`src/rtl/frame_buffer_scheduler.sv`:
```
// ---------------------------------------------------------------------------
// frame_buffer_scheduler
//
// Triple-buffer slot manager between one frame writer and one frame reader.
// Three slots cycle through FREE -> WRITING -> READY -> READING -> FREE.
// The writer always gets a slot immediately. The reader only gets the single
// most recent completed frame. A completed frame that is replaced before the
// reader claims it is dropped and counted.
//
// Ports
//   clk              : clock, rising edge
//   rst_n            : asynchronous active-low reset
//   pixels_per_frame : slot size in address units, sampled at each grant
//   wr_req           : writer slot request, held until wr_grant
//   wr_grant         : one-cycle pulse, writer slot granted
//   wr_slot          : slot index granted to the writer (held until next grant)
//   wr_base_addr     : wr_slot * pixels_per_frame (held until next grant)
//   wr_done          : one-cycle pulse, writer finished its frame
//   rd_req           : reader frame request, held until rd_grant
//   rd_grant         : one-cycle pulse, reader frame granted
//   rd_slot          : slot index granted to the reader (held until next grant)
//   rd_base_addr     : rd_slot * pixels_per_frame (held until next grant)
//   rd_done          : one-cycle pulse, reader finished with its slot
//   frame_available  : registered flag, a READY slot exists
//   frames_dropped   : saturating count of completed frames discarded unread
// ---------------------------------------------------------------------------
module frame_buffer_scheduler #(
    parameter int ADDR_WIDTH = 32
) (
    input  logic                  clk,
    input  logic                  rst_n,
    input  logic [31:0]           pixels_per_frame,
    input  logic                  wr_req,
    output logic                  wr_grant,
    output logic [1:0]            wr_slot,
    output logic [ADDR_WIDTH-1:0] wr_base_addr,
    input  logic                  wr_done,
    input  logic                  rd_req,
    output logic                  rd_grant,
    output logic [1:0]            rd_slot,
    output logic [ADDR_WIDTH-1:0] rd_base_addr,
    input  logic                  rd_done,
    output logic                  frame_available,
    output logic [15:0]           frames_dropped
);

    localparam int NUM_SLOTS = 3;

    typedef enum logic [1:0] {
        SLOT_FREE    = 2'd0,
        SLOT_WRITING = 2'd1,
        SLOT_READY   = 2'd2,
        SLOT_READING = 2'd3
    } slot_state_t;

    typedef enum logic {
        W_IDLE   = 1'b0,
        W_ACTIVE = 1'b1
    } w_state_t;

    typedef enum logic {
        R_IDLE   = 1'b0,
        R_ACTIVE = 1'b1
    } r_state_t;

    // Slot base address: index * size. The index is at most 2, so the
    // product is built from shifts and then zero-extended/truncated.
    function automatic logic [ADDR_WIDTH-1:0] slot_base_f(
        input logic [1:0]  slot,
        input logic [31:0] ppf
    );
        logic [33:0]            prod;
        logic [ADDR_WIDTH+33:0] wide;
        case (slot)
            2'd1:    prod = {2'b00, ppf};
            2'd2:    prod = {1'b0, ppf, 1'b0};
            default: prod = 34'd0;
        endcase
        wide = {{ADDR_WIDTH{1'b0}}, prod};
        return wide[ADDR_WIDTH-1:0];
    endfunction

    // Saturating increment for the drop counter.
    function automatic logic [15:0] sat_inc_f(input logic [15:0] val);
        return (val == 16'hFFFF) ? 16'hFFFF : (val + 16'd1);
    endfunction

    // Registered state
    slot_state_t           slot_r [NUM_SLOTS];
    w_state_t              w_state_r;
    r_state_t              r_state_r;
    logic                  wr_grant_r;
    logic [1:0]            wr_slot_r;
    logic [ADDR_WIDTH-1:0] wr_base_addr_r;
    logic                  rd_grant_r;
    logic [1:0]            rd_slot_r;
    logic [ADDR_WIDTH-1:0] rd_base_addr_r;
    logic                  frame_available_r;
    logic [15:0]           frames_dropped_r;

    // Combinational decisions
    slot_state_t slot_nxt_s [NUM_SLOTS];
    logic        free_found_s;
    logic [1:0]  free_idx_s;
    logic        ready_found_s;
    logic [1:0]  ready_idx_s;
    logic        wr_start_s;
    logic        wr_commit_s;
    logic        rd_claim_s;
    logic        rd_release_s;
    logic        drop_s;
    logic        any_ready_nxt_s;

    // Locate the lowest-index FREE slot and the (single) READY slot.
    always_comb begin
        free_found_s  = 1'b0;
        free_idx_s    = 2'd0;
        ready_found_s = 1'b0;
        ready_idx_s   = 2'd0;
        // Descending scan so the lowest matching index is the last write.
        for (int i = NUM_SLOTS - 1; i >= 0; i--) begin
            free_found_s  = free_found_s  | (slot_r[i] == SLOT_FREE);
            free_idx_s    = (slot_r[i] == SLOT_FREE)  ? i[1:0] : free_idx_s;
            ready_found_s = ready_found_s | (slot_r[i] == SLOT_READY);
            ready_idx_s   = (slot_r[i] == SLOT_READY) ? i[1:0] : ready_idx_s;
        end
    end

    // Channel events for this cycle, decided from registered state only.
    always_comb begin
        wr_start_s   = (w_state_r == W_IDLE)   && wr_req && free_found_s;
        wr_commit_s  = (w_state_r == W_ACTIVE) && wr_done;
        rd_claim_s   = (r_state_r == R_IDLE)   && rd_req && ready_found_s;
        rd_release_s = (r_state_r == R_ACTIVE) && rd_done;
        // A READY frame being claimed this cycle survives a new commit.
        drop_s       = wr_commit_s && ready_found_s && !rd_claim_s;
    end

    // Next slot states. Each event touches a slot in a distinct state, so
    // at most one branch can match any given slot.
    always_comb begin
        any_ready_nxt_s = 1'b0;
        for (int i = 0; i < NUM_SLOTS; i++) begin
            if (rd_release_s && (rd_slot_r == i[1:0]) && (slot_r[i] == SLOT_READING)) begin
                slot_nxt_s[i] = SLOT_FREE;
            end else if (rd_claim_s && (ready_idx_s == i[1:0])) begin
                slot_nxt_s[i] = SLOT_READING;
            end else if (drop_s && (ready_idx_s == i[1:0])) begin
                slot_nxt_s[i] = SLOT_FREE;
            end else if (wr_commit_s && (wr_slot_r == i[1:0]) && (slot_r[i] == SLOT_WRITING)) begin
                slot_nxt_s[i] = SLOT_READY;
            end else if (wr_start_s && (free_idx_s == i[1:0])) begin
                slot_nxt_s[i] = SLOT_WRITING;
            end else begin
                slot_nxt_s[i] = slot_r[i];
            end
            any_ready_nxt_s = any_ready_nxt_s | (slot_nxt_s[i] == SLOT_READY);
        end
    end

    // Slot table, both channel FSMs and all registered outputs.
    always_ff @(posedge clk or negedge rst_n) begin
        if (!rst_n) begin
            for (int i = 0; i < NUM_SLOTS; i++) begin
                slot_r[i] <= SLOT_FREE;
            end
            w_state_r         <= W_IDLE;
            r_state_r         <= R_IDLE;
            wr_grant_r        <= 1'b0;
            wr_slot_r         <= 2'd0;
            wr_base_addr_r    <= {ADDR_WIDTH{1'b0}};
            rd_grant_r        <= 1'b0;
            rd_slot_r         <= 2'd0;
            rd_base_addr_r    <= {ADDR_WIDTH{1'b0}};
            frame_available_r <= 1'b0;
            frames_dropped_r  <= 16'd0;
        end else begin
            slot_r            <= slot_nxt_s;
            frame_available_r <= any_ready_nxt_s;
            wr_grant_r        <= wr_start_s;
            rd_grant_r        <= rd_claim_s;

            case (w_state_r)
                W_IDLE: begin
                    if (wr_start_s) begin
                        wr_slot_r      <= free_idx_s;
                        wr_base_addr_r <= slot_base_f(free_idx_s, pixels_per_frame);
                        w_state_r      <= W_ACTIVE;
                    end
                end
                W_ACTIVE: begin
                    if (wr_commit_s) begin
                        w_state_r <= W_IDLE;
                    end
                end
                default: w_state_r <= W_IDLE;
            endcase

            case (r_state_r)
                R_IDLE: begin
                    if (rd_claim_s) begin
                        rd_slot_r      <= ready_idx_s;
                        rd_base_addr_r <= slot_base_f(ready_idx_s, pixels_per_frame);
                        r_state_r      <= R_ACTIVE;
                    end
                end
                R_ACTIVE: begin
                    if (rd_release_s) begin
                        r_state_r <= R_IDLE;
                    end
                end
                default: r_state_r <= R_IDLE;
            endcase

            if (drop_s) begin
                frames_dropped_r <= sat_inc_f(frames_dropped_r);
            end
        end
    end

    assign wr_grant        = wr_grant_r;
    assign wr_slot         = wr_slot_r;
    assign wr_base_addr    = wr_base_addr_r;
    assign rd_grant        = rd_grant_r;
    assign rd_slot         = rd_slot_r;
    assign rd_base_addr    = rd_base_addr_r;
    assign frame_available = frame_available_r;
    assign frames_dropped  = frames_dropped_r;

endmodule
```
`config.mk`:
```
export PLATFORM = sky130hd
export DESIGN_NAME = frame_buffer_scheduler
export DESIGN_NICKNAME = d
export VERILOG_FILES = /design/src/rtl/frame_buffer_scheduler.sv
export SDC_FILE = /design/constraint.sdc
export NUM_CORES = 1
export LEC_CHECK = 0
export CAP_MARGIN = 20
export CORE_UTILIZATION = 32
export CTS_CLUSTER_SIZE = 16
export DETAILED_ROUTE_END_ITERATION = 10
export DONT_BUFFER_PORTS = 1
export PLACE_DENSITY = 0.52
export SLEW_MARGIN = 10
export SYNTH_ARGS = -nofsm -noshare
export SYNTH_HDL_FRONTEND = slang
export SYNTH_SLANG_ARGS = --single-unit
```
`constraint.sdc`:
```
create_clock -name clk -period 1.63 [get_ports clk]
set_input_delay 0.326 -clock clk [delete_from_list [all_inputs] [get_ports clk]]
set_output_delay 0.326 -clock clk [all_outputs]
set_load 0.02 [all_outputs]
```
==> impl_metrics.csv <==
group,metric,value,unit
yosys,syn_area_per_cell,10.2,um^2
yosys,synth_area,4270,um^2
sta,fin_skew,0.00602,ns
critical_path,cp-start-kind,"flop",
yosys,synth.most_common_cell,"dfrtp_1",
sta,setup_ws,-0.0818,ns
die,die_x,118,um
sta,setup_tns,-0.149,ns
clock_network,cts.path.max_buffers,2,
die,rows,41,
critical_path,ff2ff_setup_slack,-0.08,ns
clock_network,h-tree-depth,3,
drt,drt_iter0_drc,286,
critical_path,setup.worst_path.end_class,"flop",
die,ios,125,
power_and_ir_drop,powerDensity,1580,nW/um^2
final_layout,drive_above_1_share,29.7,%
grt,grt_pass1_vias,3716,
final_layout,final_cell_area,5630,um^2
sta,worst_pin_slew,0.475,ns
final_layout,layout-area-overhead-vs-synth,31.9,%
sta,finalSetupViolCount,4,
die,core,12800,um^2
grt,grt_usage,18.8,%
clock_network,insertion_delay,0.35,ns
clock_network,tritoncts,"yes",
final_layout,layout.nets,513,
power_and_ir_drop,power_switching_share,39.9,%
outcome,violations,"hold timing, setup timing",
grt,grt_max_degree,96,
yosys,synth_ff_type,"dfrtp_1",
grt,grt_pass1_wl,20300,um
critical_path,worstReg2RegEnd,"frames_dropped[13]",
die,dieArea,13800,um^2
min_path,hold_path_class,"in2async",
clock_network,cts-root-buf,"clkbuf_16",
sta,hold_slack,-0.332,ns
critical_path,critPathBufInv,1,
yosys,synthArstFlopShare,100,%
final_layout,fin_util,43.9,%
critical_path,critPathMaxFanout,15,
die,die_h,118,um
power_and_ir_drop,share_seq_of_total_power,54.4,%
die,initial_core_util,33.3,%
drt,num_vias,3623,
sta,rsz0062_at_grt,"yes",
outcome,status,"complete, but fails checks",
drt,dr.pass1.iters,6,
power_and_ir_drop,p_clk_share,23.6,%
yosys,yosysSeqAreaShare,55.7,%
placed_design,placed_area,4970,um^2
sta,maxClockFrequency,584,MHz
drt,drc_errors,0,
critical_path,critPathMaxStageDelay,0.47,ns
drt,drtAntennaViolNets,0,
critical_path,crit_chain,"nand2b_4 -> a311o_1 -> buf_12 -> or4_4 -> nand3_1",
power_and_ir_drop,p_int,5.34,mW
critical_path,r2r_start,"slot_r[4]",
yosys,syn_nets,457,
flow_run,cap_viol_max_count,0,
sta,maxSlewViolCount,0,
yosys,synth-edff-count,0,
sta,final_hold_viol_count,95,
clock_network,cts_sinks,95,
final_layout,fill_cells,1238,
yosys,synth_cell_type_count,43,
power_and_ir_drop,combPwrFrac,22.0,%
yosys,synth_commonest_cells,"dfrtp_1 (95), inv_1 (73), a22oi_1 (32), a222oi_1 (31), o21ai_0 (22)",
drt,wl_per_cell,20.5,um
placed_design,place_congestion,0.871,
power_and_ir_drop,leakage,2.72,nW
grt,gr-total-overflow,0,
sta,slew_headroom,68.1,%
clock_network,clk_pin_slew_worst_paths,0.06,ns
critical_path,crit_family,"simple AND/OR/NAND/NOR gates",
sta,min_period_over_period,105,%
critical_path,slowest_stage,"or4_4",
placed_design,io_buffers,0,
grt,antenna_found_initial,0,
sta,period_needed,1.71,ns
yosys,synth_area_leader_cell,"dfrtp_1",
yosys,syn_inst,418,
placed_design,hpwl,8250,um
yosys,ys_ff_latch,95,
critical_path,worstPathRequired,1.92,ns
drt,drt_wl_total,13300,um
power_and_ir_drop,ir_drop,709,uV
power_and_ir_drop,switchingPower,3.54,mW
critical_path,reg2reg_depth,5,
drt,viasPerCell,5.57,
yosys,yosys_warnings,0,
final_layout,diodes,0,
yosys,synth_top_area_share,55.7,%
yosys,yosys-top-cells-area,"dfrtp_1 (56%), a222oi_1 (7.3%), inv_1 (6.4%), a22oi_1 (5.6%), o21ai_0 (2.6%)",
clock_network,numCtsBuffers,9,
critical_path,critPathKind,"reg2reg",
critical_path,crit_arrival,2.00,ns
## flip-flops by register name, indices dropped and copies added, names as in the netlist
| name | count |
|---|---|
| wr_base_addr | 32 |
| slot_r | 6 |
| wr_slot | 2 |
| frames_dropped | 16 |
| frame_available | 1 |
| rd_slot | 2 |
| wr_grant | 1 |
| rd_base_addr | 32 |
| w_state_r | 1 |
| r_state_r | 1 |
| rd_grant | 1 |
## stage by stage
step	power, mW	cells	setup slack [ns]
after global routing	9.37	650	-0.113
final	8.88	650	-0.0818
after detailed placement	6.58	619	-0.0860
after CTS	8.79	637	-0.0763
after floorplan	5.77	418	-0.0203
after global placement	6.52	619	-0.0789
## layout make-up
cell class,count,area (um^2),share of cell area [%]
multi-input cells,225,1760,31.3
clock inverters,6,62.6,1.11
repair buffers,70,699,12.4
inverters,73,274,4.86
clock buffers,9,225,4.00
well taps,172,215,3.82
flip-flops and latches,95,2390,42.5
## cells in the final DEF (no fill, tap or decap), drive strengths merged, types with 2 or more instances in the layout
cell	n
a222oi	31
or4	5
clkinv	2
buf	67
and3	2
a21oi	11
nor4	6
o21ai	38
nor3	5
nand4	6
nor2	11
or3	5
o31ai	6
nand2	16
nand3	16
a21o	4
a22o	2
nand2b	5
clkinvlp	3
nor2b	4
mux2	3
o41ai	3
dfrtp	95
a22oi	32
clkbuf	12
inv	73
## how the worst max path moves through the flow
stage               startpoint                 end  slack, ns  cells past startpoint
CTS                  slot_r[0]  frames_dropped[13]      -0.08                      5
detailed placement   slot_r[5]     wr_base_addr[5]      -0.09                      6
floorplan            slot_r[4]   frames_dropped[9]      -0.02                      5
finish               slot_r[4]  frames_dropped[13]      -0.08                      5
global route         slot_r[4]  frames_dropped[13]      -0.11                      5
global placement     slot_r[3]     frame_available      -0.08                      4
## metal layers
| layer | global-route usage [%] | wire length, um |
|---|---|---|
| met5 | 0 | 0 |
| met4 | 8.33 | 242 |
| met2 | 29.8 | 6460 |
| met3 | 7.36 | 1260 |
| met1 | 22.6 | 5340 |
## power groups by stage
stage,logic (mW),clock network (mW),registers (mW)
2_1_floorplan,1.15,0,4.62
3_3_place_gp,1.69,0,4.82
3_5_place_dp,1.77,0,4.81
4_1_cts,1.81,2.16,4.82
5_1_grt,2.21,2.24,4.93
6_report,1.95,2.10,4.83
## repair_timing
action | in CTS | in global routing
endpoints found under the hold margin | 95 | 95
endpoints found under the setup margin | 73 | 80
pin swaps | 5 | 32
setup buffers | 3 | 9
gates cloned | 0 | 4
gates resized for setup | 12 | 42
## cell families after synthesis
family	after synthesis	synth area share, %
multiplexers	4	1.03
AO/OA/AOI/OAI	136	23.3
buffers and inverters	98	8.96
adder cells (fa/ha/maj)	1	0.293
flip-flops	95	55.7
AND/OR/NAND/NOR	84	10.8
(Power assumes the default switching activity.)
